--- src/rtl/pixel_window_sequencer_if.sv ---
// Video-in / window-out signal bundle between the pixel source, the
// window sequencer and the line-buffer datapath.
interface pixel_window_sequencer_if #(
    parameter int ADDR_W = 11
);
    logic              h_sync_i;
    logic              v_sync_i;
    logic              pixel_valid_i;
    logic [ADDR_W-1:0] lb_addr;
    logic              lb_we;
    logic              win_valid;
    logic [ADDR_W-1:0] win_col;
    logic [ADDR_W-1:0] win_row;
    logic              h_sync_o;
    logic              v_sync_o;
    logic              frame_done;
    logic              err_overflow;

    modport master (
        output h_sync_i, v_sync_i, pixel_valid_i,
        input  lb_addr, lb_we, win_valid, win_col, win_row,
               h_sync_o, v_sync_o, frame_done, err_overflow
    );

    modport slave (
        input  h_sync_i, v_sync_i, pixel_valid_i,
        output lb_addr, lb_we, win_valid, win_col, win_row,
               h_sync_o, v_sync_o, frame_done, err_overflow
    );
endinterface

--- src/rtl/pixel_window_sequencer.sv ---
// Pixel-window sequencer: tracks column/row of the incoming video stream,
// drives line-buffer address/enable and flags when a full 5x5 window of
// real pixels is present, with sync outputs re-aligned to window timing.
//
// state | meaning
// ------+------------------------------------------------------------
// IDLE  | after reset; pixels ignored until the first v_sync rising edge
// FILL  | fewer than 4 completed lines in this frame, no window yet
// RUN   | at least 4 completed lines, windows emitted once col >= 4
module pixel_window_sequencer #(
    parameter int IMG_WIDTH  = 640,
    parameter int IMG_HEIGHT = 480,
    parameter int ADDR_W     = 11
) (
    input  logic                     clk,
    input  logic                     rst,
    pixel_window_sequencer_if.slave  vid
);

    typedef enum logic [1:0] {
        IDLE = 2'd0,
        FILL = 2'd1,
        RUN  = 2'd2
    } state_t;

    localparam logic [ADDR_W-1:0] W_LIM = ADDR_W'(IMG_WIDTH);
    localparam logic [ADDR_W-1:0] H_LIM = ADDR_W'(IMG_HEIGHT);
    localparam logic [ADDR_W-1:0] ONE   = ADDR_W'(1);
    localparam logic [ADDR_W-1:0] TWO   = ADDR_W'(2);
    localparam logic [ADDR_W-1:0] THREE = ADDR_W'(3);
    localparam logic [ADDR_W-1:0] FOUR  = ADDR_W'(4);

    state_t            state, state_nxt;
    logic [ADDR_W-1:0] col, col_nxt;
    logic [ADDR_W-1:0] row, row_nxt;
    logic              h_prev, v_prev;
    logic              h_rise, v_rise;
    logic              pix_cand, accept, col_ovf;
    logic              row_inc, row_ovf;
    logic              win_hit;
    logic              frame_err;

    // Sync edges and pixel qualification; a pixel sharing a cycle with
    // either sync level is never written.
    always_comb begin
        h_rise   = vid.h_sync_i & ~h_prev;
        v_rise   = vid.v_sync_i & ~v_prev;
        pix_cand = vid.pixel_valid_i & ~vid.h_sync_i & ~vid.v_sync_i & (state != IDLE);
        accept   = pix_cand & (col < W_LIM);
        col_ovf  = pix_cand & (col == W_LIM);
        row_inc  = h_rise & ~v_rise & (col != '0) & (state != IDLE);
        row_ovf  = row_inc & (row == H_LIM);
        win_hit  = accept & (state == RUN) & (col >= FOUR);
    end

    // State and position counters.
    always_ff @(posedge clk) begin
        if (rst) begin
            state  <= IDLE;
            col    <= '0;
            row    <= '0;
            h_prev <= 1'b0;
            v_prev <= 1'b0;
        end else begin
            state  <= state_nxt;
            col    <= col_nxt;
            row    <= row_nxt;
            h_prev <= vid.h_sync_i;
            v_prev <= vid.v_sync_i;
        end
    end

    // Next state and counter updates; v_sync wins over h_sync, row saturates.
    always_comb begin
        state_nxt = state;
        col_nxt   = col;
        row_nxt   = row;
        if (v_rise) begin
            state_nxt = FILL;
            col_nxt   = '0;
            row_nxt   = '0;
        end else if (state != IDLE) begin
            if (h_rise) begin
                col_nxt = '0;
                if (row_inc && !row_ovf) begin
                    row_nxt = row + ONE;
                end
            end else if (accept) begin
                col_nxt = col + ONE;
            end
            if (state == FILL && row_inc && row == THREE) begin
                state_nxt = RUN;
            end
        end
    end

    // Window outputs, delayed syncs, frame completion and overflow flags,
    // all one cycle behind the pixel to match the shift-register output.
    always_ff @(posedge clk) begin
        if (rst) begin
            vid.win_valid    <= 1'b0;
            vid.win_col      <= '0;
            vid.win_row      <= '0;
            vid.h_sync_o     <= 1'b0;
            vid.v_sync_o     <= 1'b0;
            vid.frame_done   <= 1'b0;
            vid.err_overflow <= 1'b0;
            frame_err        <= 1'b0;
        end else begin
            vid.win_valid <= win_hit;
            if (win_hit) begin
                vid.win_col <= (col >= TWO) ? col - TWO : '0;
                vid.win_row <= (row >= TWO) ? row - TWO : '0;
            end
            vid.h_sync_o     <= vid.h_sync_i;
            vid.v_sync_o     <= vid.v_sync_i;
            vid.frame_done   <= v_rise & (state != IDLE) & (row == H_LIM) & ~frame_err;
            vid.err_overflow <= vid.err_overflow | col_ovf | row_ovf;
            // Per-frame copy of the overflow so a stale sticky flag from an
            // earlier frame does not suppress frame_done forever.
            frame_err        <= v_rise ? 1'b0 : (frame_err | col_ovf | row_ovf);
        end
    end

    assign vid.lb_addr = col;
    assign vid.lb_we   = accept;

endmodule
--- src/flat_wrapper.sv ---
// flat-port wrapper written by rule: the top's interface ports become plain ports
module pixel_window_sequencer_flat 
#(
    parameter int IMG_WIDTH  = 640,
    parameter int IMG_HEIGHT = 480,
    parameter int ADDR_W     = 11
)
  (clk, rst, vid_h_sync_i, vid_v_sync_i, vid_pixel_valid_i, vid_lb_addr, vid_lb_we, vid_win_valid, vid_win_col, vid_win_row, vid_h_sync_o, vid_v_sync_o, vid_frame_done, vid_err_overflow);
  pixel_window_sequencer_if #(.ADDR_W(ADDR_W)) vid_i ();
  input  logic clk;
  input  logic rst;
  input wire logic [$bits(vid_i.h_sync_i)-1:0] vid_h_sync_i;
  input wire logic [$bits(vid_i.v_sync_i)-1:0] vid_v_sync_i;
  input wire logic [$bits(vid_i.pixel_valid_i)-1:0] vid_pixel_valid_i;
  output wire logic [$bits(vid_i.lb_addr)-1:0] vid_lb_addr;
  output wire logic [$bits(vid_i.lb_we)-1:0] vid_lb_we;
  output wire logic [$bits(vid_i.win_valid)-1:0] vid_win_valid;
  output wire logic [$bits(vid_i.win_col)-1:0] vid_win_col;
  output wire logic [$bits(vid_i.win_row)-1:0] vid_win_row;
  output wire logic [$bits(vid_i.h_sync_o)-1:0] vid_h_sync_o;
  output wire logic [$bits(vid_i.v_sync_o)-1:0] vid_v_sync_o;
  output wire logic [$bits(vid_i.frame_done)-1:0] vid_frame_done;
  output wire logic [$bits(vid_i.err_overflow)-1:0] vid_err_overflow;
  assign vid_i.h_sync_i = vid_h_sync_i;
  assign vid_i.v_sync_i = vid_v_sync_i;
  assign vid_i.pixel_valid_i = vid_pixel_valid_i;
  assign vid_lb_addr = vid_i.lb_addr;
  assign vid_lb_we = vid_i.lb_we;
  assign vid_win_valid = vid_i.win_valid;
  assign vid_win_col = vid_i.win_col;
  assign vid_win_row = vid_i.win_row;
  assign vid_h_sync_o = vid_i.h_sync_o;
  assign vid_v_sync_o = vid_i.v_sync_o;
  assign vid_frame_done = vid_i.frame_done;
  assign vid_err_overflow = vid_i.err_overflow;
  pixel_window_sequencer #(.IMG_WIDTH(IMG_WIDTH), .IMG_HEIGHT(IMG_HEIGHT), .ADDR_W(ADDR_W)) u_core (.clk(clk), .rst(rst), .vid(vid_i));
endmodule
--- config.mk ---
export PLATFORM = sky130hd
export DESIGN_NAME = pixel_window_sequencer_flat
export DESIGN_NICKNAME = d
export VERILOG_FILES = /design/src/rtl/pixel_window_sequencer_if.sv /design/src/rtl/pixel_window_sequencer.sv /design/src/flat_wrapper.sv
export SDC_FILE = /design/constraint.sdc
export NUM_CORES = 1
export LEC_CHECK = 0
export ABC_AREA = 1
export CORE_MARGIN = 3
export CORE_UTILIZATION = 49
export DETAILED_ROUTE_END_ITERATION = 8
export GPL_ROUTABILITY_DRIVEN = 1
export HOLD_SLACK_MARGIN = 0.05
export MAX_ROUTING_LAYER = met4
export PLACE_DENSITY = 0.8
export SLEW_MARGIN = 20
export SYNTH_ARGS = -nofsm -noshare
export SYNTH_HDL_FRONTEND = slang
export SYNTH_SLANG_ARGS = --single-unit
--- constraint.sdc ---
create_clock -name clk -period 1.3 [get_ports clk]
set_input_delay 0.26 -clock clk [delete_from_list [all_inputs] [get_ports clk]]
set_output_delay 0.26 -clock clk [all_outputs]
set_load 0.1 [all_outputs]
==> results of run 1 <==
[through the flow]
stage | cell area [µm²] | utilization
CTS | 5010 | 0.888
detailed placement | 4370 | 0.774
floorplan | 3010 | -
global placement | 4370 | 0.774
[kinds of logic after synthesis]
logic type / share of synthesized area
buffers and inverters: 0.0981
adders and majority gates: 0.0430
and+or+nand+nor: 0.356
AOI/OAI and AO/OA: 0.0822
xor gates and xnor gates: 0.0632
DFF: 0.358
[timing repair]
action / 4_1_cts
cloned: 4
resized for setup: 109
endpoints found under the setup margin: 50
pin swaps: 48
setup buffers: 21
==> reports/metrics.yaml, run 1 <==
post_synth.cell_area_avg_um2: 6.98
synth.area.top_cells: "dfxtp_1 36%, nand2_1 12%, nor2_1 7.7%, a21oi_1 6.7%, xor2_1 6.0%"
die_w_um: 83.1
start_util: 0.516
crit_endpoint: "u_core.vid.win_col[2]$_SDFFE_PP0P_/D"
grt_start_max_net_pins: 25
numCtsBuffers: 5
cts.path.max_buffers: 2
firstError: "[ERROR DPL-0033] detailed placement checks failed during check placement."
syn_inst: 417
clock_sinks: 52
yosysMostFrequentCell: "nand2_1"
gp_congestion: 0.935
ys_seq_area_frac: 0.358
synth_top_area_share: 0.358
dp_slack_ns: -0.526
antenna_found_initial: 0
worstEpCategory: "sequential cell input"
clockRootBuffer: "clkbuf_8"
syn-cell-area_mm2: 0.00291
ys_seq_elements: 52
ys_top_cells_by_count: "96 x nand2_1, 60 x nor2_1, 52 x dfxtp_1"
yosys_warnings: 0
lastStage: "global routing (5_1_grt)"
die_y_um: 83.1
async_flop_share: 0
cts_hold_buf: 0
num_io_pins: 44
outcome: "aborted with a tool error"
synth_enable_flop_cells: 0
h-tree-depth: 2
io_buffers: 43
synth_area_leader_cell: "dfxtp_1"
rows: 27
place_inst: 589
dpl.hpwl_um: 6160
synth_nets: 432
synthFlopType: "dfxtp_1"
synth_cell_type_count: 29
==> run 2, diff against run 1 <==
--- a/config.mk
+++ b/config.mk
@@ -7,12 +7,10 @@
 export LEC_CHECK = 0
 export ABC_AREA = 1
 export CORE_MARGIN = 3
-export CORE_UTILIZATION = 49
+export CORE_UTILIZATION = 35
 export DETAILED_ROUTE_END_ITERATION = 8
 export GPL_ROUTABILITY_DRIVEN = 1
-export HOLD_SLACK_MARGIN = 0.05
-export MAX_ROUTING_LAYER = met4
-export PLACE_DENSITY = 0.8
+export PLACE_DENSITY_LB_ADDON = 0.15
 export SLEW_MARGIN = 20
 export SYNTH_ARGS = -nofsm -noshare
 export SYNTH_HDL_FRONTEND = slang
==> constraint.sdc (replaced) <==
create_clock -name clk -period 1.7 [get_ports clk]
set_input_delay 0.34 -clock clk [delete_from_list [all_inputs] [get_ports clk]]
set_output_delay 0.34 -clock clk [all_outputs]
set_load 0.1 [all_outputs]
==> reports/metrics.yaml, run 2 <==
switching_share: 0.261
slew_headroom: 0.779
dieArea_mm2: 0.00944
antenna_found_initial: 0
grt_pass1_vias: 2543
detail_route.vias_per_cell: 4.69
drt-pass1-iter-count: 4
num_io_pins: 44  # unchanged
final_area_mm2: 0.00420
ir_drop_v: 0.000363
intPower_uw: 1590
slew_violations: 0
clockRootBuffer: "clkbuf_8"
fin_ws_ns: 0.0617
antenna_cells: 0
whs_ns: 0.481
h-tree-depth: 2  # unchanged
hold_depth: 4
clock_sinks: 52  # unchanged
avgRoutedWirePerCell_um: 12.0
syn-cell-area_mm2: 0.00291  # unchanged
setup_violations: 0
final_common_cell: "nand2_1"
pwr-share-comb: 0.084
fin_setup_tns_ns: 0
clock_power_share: 0.350
synth_area_leader_cell: "dfxtp_1"
final.setup_skew_ns: 0.0108
grt_start_max_net_pins: 29
hp-class: "primary input to flip-flop"
cp.arrival_ns: 1.30
die_y_um: 97.2  # +17%
grt_usage: 0.152
drive_gt1_frac: 0.269
synth_top_area_share: 0.358  # unchanged
gp_congestion: 0.836  # -11%
clk_pin_slew_ns: 0.11
layout_common_cells: "94 x nand2_1, 59 x nor2_1, 41 x buf_12, 39 x a21oi_1, 37 x dfxtp_1"
reg2reg_depth: 10
drt-initial-drc-count: 137
syn_inst: 417  # unchanged
final_antenna_net_count: 0
overflow: 0
rsz0062_at_grt: "true"
worstPathMaxFanout: 3
synth_cell_type_count: 29  # unchanged
layout.nets: 501
io_buffers: 43  # unchanged
switchingPower_uw: 563
ys_seq_elements: 52  # unchanged
finalCoreUtilization: 0.533
place_area_mm2: 0.00399  # -8.7%
tightest_slew_ns: 0.331
dpl.hpwl_um: 5350  # -13%
numCtsBuffers: 5  # unchanged
required_ns: 1.36
outcome: "finished clean"
drc: 0
fmax_ghz: 0.610
core_area_mm2: 0.00789
yosysMostFrequentCell: "nand2_1"
cts.path.max_buffers: 2  # unchanged
async_flop_share: 0  # unchanged
start_util: 0.369  # -0.147
start_kind: "flip-flop"
ys_seq_area_frac: 0.358  # unchanged
grt_pass1_wl_um: 12200
die_w_um: 97.2  # +17%
ys_top_cells_by_count: "96 x nand2_1, 60 x nor2_1, 52 x dfxtp_1"
synthFlopType: "dfxtp_1"
synth_nets: 432  # unchanged
synth.area.top_cells: "dfxtp_1 36%, nand2_1 12%, nor2_1 7.7%, a21oi_1 6.7%, xor2_1 6.0%"
tritoncts: "built"
dr_total_vias: 2763
end_kind: "output pin"
power_density_mw_per_mm2: 514
p_seq_frac: 0.566
synth_enable_flop_cells: 0  # unchanged
maxCapViolCount: 0
synthToLayoutAreaGrowth_pct: 44.4
critPathKind: "flip-flop to output pin"
rows: 32  # +19%
period_share: 0.964
p_leak_uw: 0.00174
wl_um: 7050
yosys_warnings: 0  # unchanged
cts_hold_buf: 0  # unchanged
clk-insertion-delay-late_ns: 0.31
hold_violations: 0
fin_crit_ns: 1.64
dp_slack_ns: -0.143  # +0.383 ns
post_synth.cell_area_avg_um2: 6.98  # unchanged
## run 2: cell counts after synthesis
No cell type changed its count.
## run 2: worst max-delay path: stages (launching register included)
cell	delay, ns
dfxtp_4	0.37
nor2_4	0.13
nor2_2	0.06
nor2_4	0.12
nand2_4	0.07
clkinvlp_4	0.08
buf_12	0.16
## run 2: worst paths after layout
kind	from	to	slack [ns]
hold / removal	vid_v_sync_i	u_core.v_prev	0.48
setup reg to reg	u_core.state[1]	u_core.vid.win_col[5]	0.16
setup / recovery	u_core.vid.lb_addr[7]	vid_lb_we	0.06
hold reg to reg	u_core.vid.win_col[10]	u_core.vid.win_col[10]	0.49
## run 2: cells by family (layout without fill, tap and decap cells)
family / Yosys count / after routing / synth area share
buffers and inverters: 59 / 129 / 0.0981
AOI/OAI and AO/OA: 46 / 46 / 0.0822
adders and majority gates: 10 / 10 / 0.0430
xor gates and xnor gates: 21 / 21 / 0.0632
and+or+nand+nor: 229 / 229 / 0.356
DFF: 52 / 52 / 0.358
## run 2: layout make-up
cell class,instances,area [µm²]
Clock buffer,5,68.8
Clock inverter,3,26.3
Fill cell,747,3690
Inverter,40,156
Multi-Input combinational cell,306,1610
Sequential cell,52,1080
Tap cell,102,128
Timing Repair Buffer,81,1130
## run 2: timing repair
action | in CTS | in global routing
pin swaps | 1 | 1
hold endpoints to repair | 0 | 0
gates cloned | 0 | 0
buffers inserted | 8 | 3
setup endpoints to repair | 1 | 33
gates resized for setup | 8 | 9
## run 2: metal layers
| metal | global-route usage | vias up | routed length, µm |
|---|---|---|---|
| met2 | 0.243 | 46 | 3210 |
| met3 | 0.0302 | 4 | 241 |
| met1 | 0.211 | 1254 | 3540 |
| li1 | - | 1459 | - |
| met4 | 0.0389 | 0 | 61 |
| met5 | 0 | - | 0 |
## run 2: power groups by stage
stage / Sequential (µW) / Clock, µW / Combinational (µW)
final: 1220 / 754 / 182
after global routing: 1220 / 839 / 200
after detailed placement: 1250 / 0 / 174
after CTS: 1220 / 784 / 180
after floorplan: 1270 / 0 / 73.1
after global placement: 1250 / 0 / 173
## run 2: stage by stage
step / power (µW) / cells
2_1_floorplan: 1350 / 417
3_3_place_gp: 1420 / 570
3_5_place_dp: 1420 / 570
4_1_cts: 2190 / 586
5_1_grt: 2260 / 589
6_report: 2160 / 589
Note: power is estimated with default switching activity, not from simulation.
==> run 3, diff against run 2 <==
--- a/config.mk
+++ b/config.mk
@@ -10,7 +10,7 @@
 export CORE_UTILIZATION = 35
 export DETAILED_ROUTE_END_ITERATION = 8
 export GPL_ROUTABILITY_DRIVEN = 1
-export PLACE_DENSITY_LB_ADDON = 0.15
+export PLACE_DENSITY = 0.6
 export SLEW_MARGIN = 20
 export SYNTH_ARGS = -nofsm -noshare
 export SYNTH_HDL_FRONTEND = slang
==> reports/metrics.yaml, run 3 (synthesis results as in run 2) <==
power_density_mw_per_mm2: 496  # -3.3%
grt_pass1_vias: 2657  # +4.5%
dpl.hpwl_um: 5310  # -0.84%
cts.path.max_buffers: 2  # unchanged
antenna_found_initial: 0  # unchanged
crit_start: "u_core.vid.lb_addr[8]"
r2r-end: "u_core.vid.win_row[8]"
end_kind: "output pin"
die_y_um: 97.2  # unchanged
drt-initial-drc-count: 155  # +13%
start_util: 0.369  # unchanged
io_buffers: 43  # unchanged
core_area_mm2: 0.00789  # unchanged
cp.arrival_ns: 1.32  # +0.02 ns
synthToLayoutAreaGrowth_pct: 49.0
die_w_um: 97.2  # unchanged
h-tree-depth: 2  # unchanged
fin_crit_ns: 1.66  # +0.0240 ns
hp-class: "flip-flop to flip-flop"
start_kind: "flip-flop"
required_ns: 1.36  # about the same
layout_common_cells: "94 x nand2_1, 59 x nor2_1, 41 x buf_12, 37 x dfxtp_1, 35 x inv_1"
outcome: "finished clean"
final_common_cell: "nand2_1"
drc: 0  # unchanged
dr_total_vias: 2844  # +2.9%
layout.nets: 506  # +1.0%
finalCoreUtilization: 0.550  # +0.0171
setup_violations: 0  # unchanged
clk_pin_slew_ns: 0.09  # -0.02 ns
slew_violations: 0  # unchanged
clock_sinks: 52  # unchanged
overflow: 0  # unchanged
avgRoutedWirePerCell_um: 12.2  # +1.7%
r2r_start: "u_core.state[1]"
final.setup_skew_ns: 0.0111  # +0.000268 ns
whs_ns: 0.480  # -0.000898 ns
num_io_pins: 44  # unchanged
gp_congestion: 0.849  # +1.6%
reg2reg_slack_ns: 0.06  # -0.10 ns
reg2reg_depth: 10  # unchanged
slew_headroom: 0.782  # +0.00267
antenna_cells: 0  # unchanged
critPathKind: "flip-flop to output pin"
rows: 32  # unchanged
cts_hold_buf: 0  # unchanged
grt_usage: 0.150  # -0.00257
dieArea_mm2: 0.00944  # unchanged
min_from: "u_core.row[0]"
rsz0062_at_grt: "true"
worstPathMaxFanout: 6  # +3
grt_start_max_net_pins: 25  # -14%
drt-pass1-iter-count: 5  # +1
numCtsBuffers: 5  # unchanged
wl_um: 7220  # +2.4%
tightest_slew_ns: 0.327  # -0.00400 ns
tritoncts: "built"
drive_gt1_frac: 0.301  # +0.0324
maxCapViolCount: 0  # unchanged
fin_setup_tns_ns: 0  # unchanged
detail_route.vias_per_cell: 4.80  # +2.2%
crit_end: "vid_lb_we"
clk-insertion-delay-late_ns: 0.30  # about the same
final_antenna_net_count: 0  # unchanged
hold_violations: 0  # unchanged
clockRootBuffer: "clkbuf_8"
fmax_ghz: 0.602  # -1.4%
grt_pass1_wl_um: 12000  # -1.6%
ir_drop_v: 0.000471  # +30%
p_leak_uw: 0.00176  # +1.6%
period_share: 0.978  # +0.0141
-- run 3: changes by cell type in the layout (fill, tap and decap cells not counted), sizes merged --
cell and change:
buf +4, clkbuf +2, clkinv -1, inv -2
nand2 +1
-- run 3: critical path, stage by stage (launching register included) --
cell	delay, ns
dfxtp_4	0.39
nor2_4	0.12
nor2_2	0.05
nor2_4	0.14
nand2_4	0.08
clkinvlp_4	0.08
buf_12	0.16
-- run 3: worst min path at each step --
stage / slack (ns) / to / cells past startpoint
floorplan: 0.46 / u_core.state[1] / 2
global placement: 0.47 / u_core.row[0] / 2
detailed placement: 0.47 / u_core.row[0] / 2
CTS: 0.48 / u_core.row[0] / 2
global route: 0.52 / u_core.vid.win_row[0] / 2
finish: 0.48 / u_core.row[0] / 2
-- run 3: layout make-up --
type	instances	area, µm²
Inverter	40	159
Clock buffer	7	96.3
Timing Repair Buffer	85	1180
Tap cell	102	128
Fill cell	717	3550
Sequential cell	52	1080
Multi-Input combinational cell	307	1690
-- run 3: report_power, final --
group          total, µW  leakage, µW  internal, µW  switching (µW)
clock network        741    0.0000503           363             378
logic                192      0.00128          79.1             113
registers           1220     0.000429          1210            7.94
-- run 3: stage by stage --
step           area (µm²)  total power, µW  worst slack (ns)  std cells
3_3_place_gp         4010             1420            -0.127        572
6_report             4340             2150            0.0377        593
2_1_floorplan        2950             1350           -0.0777        417
5_1_grt              4340             2240           -0.0418        593
3_5_place_dp         4010             1430            -0.172        572
4_1_cts              4140             2170           0.00158        584
-- run 3: repair_timing --
item / in CTS / in global routing
buffers inserted: 5 / 6
setup endpoints to repair: 1 / 24
resized for setup: 7 / 36
pin swaps: 2 / 10
gates cloned: 0 / 3
-- run 3: routing by layer --
layer / up-vias / global-route usage / part of all wire
li1: 1474 / - / -
met1: 1300 / 0.207 / 0.48
met2: 63 / 0.246 / 0.47
met3: 7 / 0.0215 / 0.045
met4: 0 / 0.0378 / 0.0087
met5: - / 0 / 0
==> patch 1, RTL diff (config.mk and constraints of run 2) <==
Make the reset (`rst`) asynchronous in 2 clocked blocks.
--- a/src/rtl/pixel_window_sequencer.sv
+++ b/src/rtl/pixel_window_sequencer.sv
@@ -56,3 +56,3 @@
     // State and position counters.
-    always_ff @(posedge clk) begin
+    always_ff @(posedge clk or posedge rst) begin
         if (rst) begin
@@ -98,3 +98,3 @@
     // all one cycle behind the pixel to match the shift-register output.
-    always_ff @(posedge clk) begin
+    always_ff @(posedge clk or posedge rst) begin
         if (rst) begin
Behaviour: differs if rst is asserted again (counterexample within 4 cycles, from zero or initial values and one cycle with rst high); with rst held inactive, the same outputs for 10 cycles.
==> patch 1 against run 2 <==
The flow now finishes with violations (negative setup slack). Routed wire length grew 23%. First-iteration DRC count grew 82%. Register-to-register slack lost 0.08 ns. Synthesized area grew 16%. Design area grew 13%. Setup slack lost 0.069 ns. Sequential cell count is the same. Utilization shrank 2.3 points. Maximum frequency shrank 4.0%. Clock skew shrank 0.0064 ns. Highest routed layer unchanged.
Power is not compared: it rests on default switching activity, and its combinational part moved more than twofold at a synthesized area within 25%.
==> patch 1: results <==
[grt]
grt_max_degree = 53
track_usage_pct = 16.3
grt_pass1_vias = 3001
grt_pass1_wl_um = 15000

[logic_synthesis]
netlist_top_cells_area = dfrtp_1 (38%), nand2_1 (17%), nand3_1 (8.1%), nor2_1 (5.3%), inv_1 (4.9%)
synth_flop_cell = dfrtp_1
ys_seq_area_share_pct = 38.4
syn_nets = 484
synthTopCellsByCount = nand2_1 (154), nand3_1 (55), dfrtp_1 (52), nor2_1 (48), inv_1 (44)
syn_inst = 469

[placement]
gp_congestion = 0.904
dp_hpwl_um = 6560
place_ws_ns = -0.158
place_inst = 657
dpl_cell_area_mm2 = 0.00452

[critical_path]
slowest_delay_ns = 0.46
worst-endpoint-arrival_ns = 1.37
critical_path.top_delay_family = flip-flops
r2r-start = u_core.vid.lb_addr[8]
r2r-end = u_core.vid.win_col[4]
cp_slowest_cell = dfrtp_2
worstPathMaxFanout = 4
r2r_setup_slack_ns = 0.08

[detailed_routing]
drtIter0Drc = 249
totalWireLength_um = 8670
via_per_inst = 4.72

[hold_path]
min_path_cells = 1

[sta]
fin_ws_ns = -0.00693
setup_viol = 1
tightest_slew_ns = 0.439

[run_status]
violations = negative setup slack
run_status = finished, violations left

[final_layout]
drive_gt1_share_pct = 26.6
fin_nets = 562
stdcell_count = 677

[cts]
ctsResizeCount = 5
post_cts_buffers = 4
## patch 1: cell count changes after synthesis, moves of 9 or more
cell     change
dfrtp_1     +52
nand3_1     +24
xor2_1       -9
o21ai_0     +11
a21oi_1     -38
nand2_1     +58
dfxtp_1     -52
nor2_1      -12
## patch 1: metal layers
layer	up-vias	wire [um]	track usage (%)
li1	1643	-	-
met1	1454	4320	25.5
met2	91	3790	23.5
met3	8	457	2.11
met4	0	98	4.27
met5	-	0	0
## patch 1: worst min path at each step
stage	startpoint	endpoint
after floorplan	vid_h_sync_i	u_core.h_prev
after global placement	u_core.frame_err	u_core.vid.frame_done
after detailed placement	u_core.frame_err	u_core.vid.frame_done
after CTS	vid_h_sync_i	u_core.h_prev
after global routing	vid_h_sync_i	u_core.h_prev
final	vid_h_sync_i	u_core.h_prev
## patch 1: where the power goes
group,leakage [uW],switching (uW),internal [uW]
logic,0.00163,423,218
registers,0.000687,33.6,1260
clock network,0.0000414,425,294
total,0.00236,882,1780
## patch 1: cell families after synthesis
group / synth area share [%]
xor gates and xnor gates: 2.84
AOI/OAI and AO/OA: 3.73
DFF: 38.4
buffers and inverters: 10.7
adders and majority gates: 3.69
and+or+nand+nor: 40.6
## patch 1: layout make-up
class / instances / area (um^2)
Multi-Input combinational cell: 347 / 1780
Inverter: 52 / 199
Tap cell: 129 / 161
Fill cell: 904 / 4580
Sequential cell: 52 / 1320
Timing Repair Buffer: 89 / 1200
Clock inverter: 2 / 16.3
Clock buffer: 6 / 72.6
## patch 1: stage by stage
step | setup TNS (ns) | total power, uW | hold slack, ns
floorplan | -12.88 | 1740 | 0.371
finish | -0.00693 | 2660 | 0.323
global placement | -3.80 | 1940 | 0.514
global route | -0.142 | 2830 | 0.337
CTS | 0 | 2690 | 0.314
detailed placement | -5.07 | 1950 | 0.510
==> patch 2, RTL diff (settings of run 2) <==
Without the edit above. `ADDR_W` is set to 11 in 3 places; all go to 10.
--- a/src/rtl/pixel_window_sequencer_if.sv
+++ b/src/rtl/pixel_window_sequencer_if.sv
@@ -3,3 +3,3 @@
 interface pixel_window_sequencer_if #(
-    parameter int ADDR_W = 11
+    parameter int ADDR_W = 10
 );
--- a/src/rtl/pixel_window_sequencer.sv
+++ b/src/rtl/pixel_window_sequencer.sv
@@ -12,3 +12,3 @@
     parameter int IMG_HEIGHT = 480,
-    parameter int ADDR_W     = 11
+    parameter int ADDR_W     = 10
 ) (
--- a/src/flat_wrapper.sv
+++ b/src/flat_wrapper.sv
@@ -5,3 +5,3 @@
     parameter int IMG_HEIGHT = 480,
-    parameter int ADDR_W     = 11
+    parameter int ADDR_W     = 10
 )
Interface: changed (resized vid_lb_addr, vid_win_col and vid_win_row); port bits go from 44 to 41. No check against the original RTL was run, so the function may have changed too.
==> patch 2 against run 2 <==
Synthesized cell count down 4.8%. Clock power down 5.7%. Maximum frequency down 0.89%. Setup slack worse by 0.015 ns. Sequential power down 7%. Synthesized area down 7.6%. Critical path depth down 1. Design area down 9.7%. Cell count down 6.6%. Power down 8.5%. Utilization down 1.8 points. Sequential cell count down 4. Routed wire length down 3.0%. Largest power group unchanged.
==> patch 2: results <==
[power]
p_leak_uw = 0.00162
max-vdd-ir-drop_mv = 0.344

[placement]
dpl_cell_area_mm2 = 0.00369
gp_congestion = 0.876
numPortBuffers = 40
dp_hpwl_um = 5210

[final_layout]
fin_nets = 465
drive_gt1_share_pct = 22.2

[grt]
grt_max_degree = 21
track_usage_pct = 16.5
grt_pass1_wl_um = 11500

[critical_path]
worstPathMaxFanout = 4
slowest_delay_ns = 0.41
worst_setup_path_startpoint = vid_v_sync_i
r2r-end = u_core.vid.win_col[9]
critical_path.top_delay_family = buffers and inverters
r2r-start = u_core.vid.lb_addr[1]
cp_slowest_cell = clkdlybuf4s50_1
r2r_setup_slack_ns = 0.19
r2r.worst_path.cells = 7

[detailed_routing]
num_vias = 2594
avgRoutedWirePerCell_um = 12.4
drtIter0Drc = 131

[logic_synthesis]
netlist_top_cells_area = dfxtp_1 (36%), nand2_1 (13%), nor2_1 (8.2%), nand3_1 (6.1%), a21oi_1 (6.0%)
ys_seq_area_share_pct = 35.8
syn_nets = 412
synth.distinct_cells = 26

[run_status]
run_status = complete, no violations

[sta]
clock_skew_ns = 0.00942

[hold_path]
min_path_cells = 1

[cts]
clk_pin_slew_ns = 0.09
-- patch 2: worst min path at each step --
stage	start	to	slack, ns
finish	u_core.frame_err	u_core.vid.frame_done	0.44
global route	u_core.frame_err	u_core.vid.frame_done	0.46
CTS	u_core.frame_err	u_core.vid.frame_done	0.45
detailed placement	u_core.frame_err	u_core.vid.frame_done	0.42
global placement	u_core.frame_err	u_core.vid.frame_done	0.43
floorplan	u_core.frame_err	u_core.vid.frame_done	0.40
-- patch 2: stage by stage --
stage	setup WS [ns]	instances	utilization (%)
CTS	0.00352	550	51.4
global route	0.00201	550	51.5
global placement	-0.184	541	50.1
finish	0.0470	550	51.5
floorplan	-0.178	397	-
detailed placement	-0.186	541	50.1
-- patch 2: final cells by class --
type | instances | area, um^2
fillers | 727 | 3580
well taps | 99 | 124
flip-flops and latches | 48 | 988
multi-input cells | 294 | 1500
clock buffers | 8 | 90.1
repair buffers | 62 | 948
inverters | 39 | 146
-- patch 2: logic make-up after synthesis --
kind of cell    after synthesis  synth area share, %
buf+inv                      55                 9.31
fa+ha+maj                    10                 4.66
simple gates                221                 36.0
flops                        48                 35.8
xor+xnor                     17                 5.54
compound gates               46                 8.71
-- patch 2: report_power, final --
group	switching (uW)	leakage (uW)	internal, uW
logic	82.1	0.00118	52.5
clock network	378	0.0000455	333
registers	5.81	0.000395	1120
-- patch 2: routing by layer --
| layer | vias to the layer above | wire, um | global-route usage [%] |
|---|---|---|---|
| met4 | 0 | 88 | 4.69 |
| met5 | - | 0 | 0 |
| met1 | 1172 | 3440 | 23.6 |
| li1 | 1362 | - | - |
| met2 | 54 | 3000 | 24.8 |
| met3 | 6 | 310 | 3.46 |
-- patch 2: what timing repair did --
item	in CTS	in global routing
pin swaps	1	0
resized for setup	2	4
buffers inserted	1	0
setup endpoints to repair	1	12
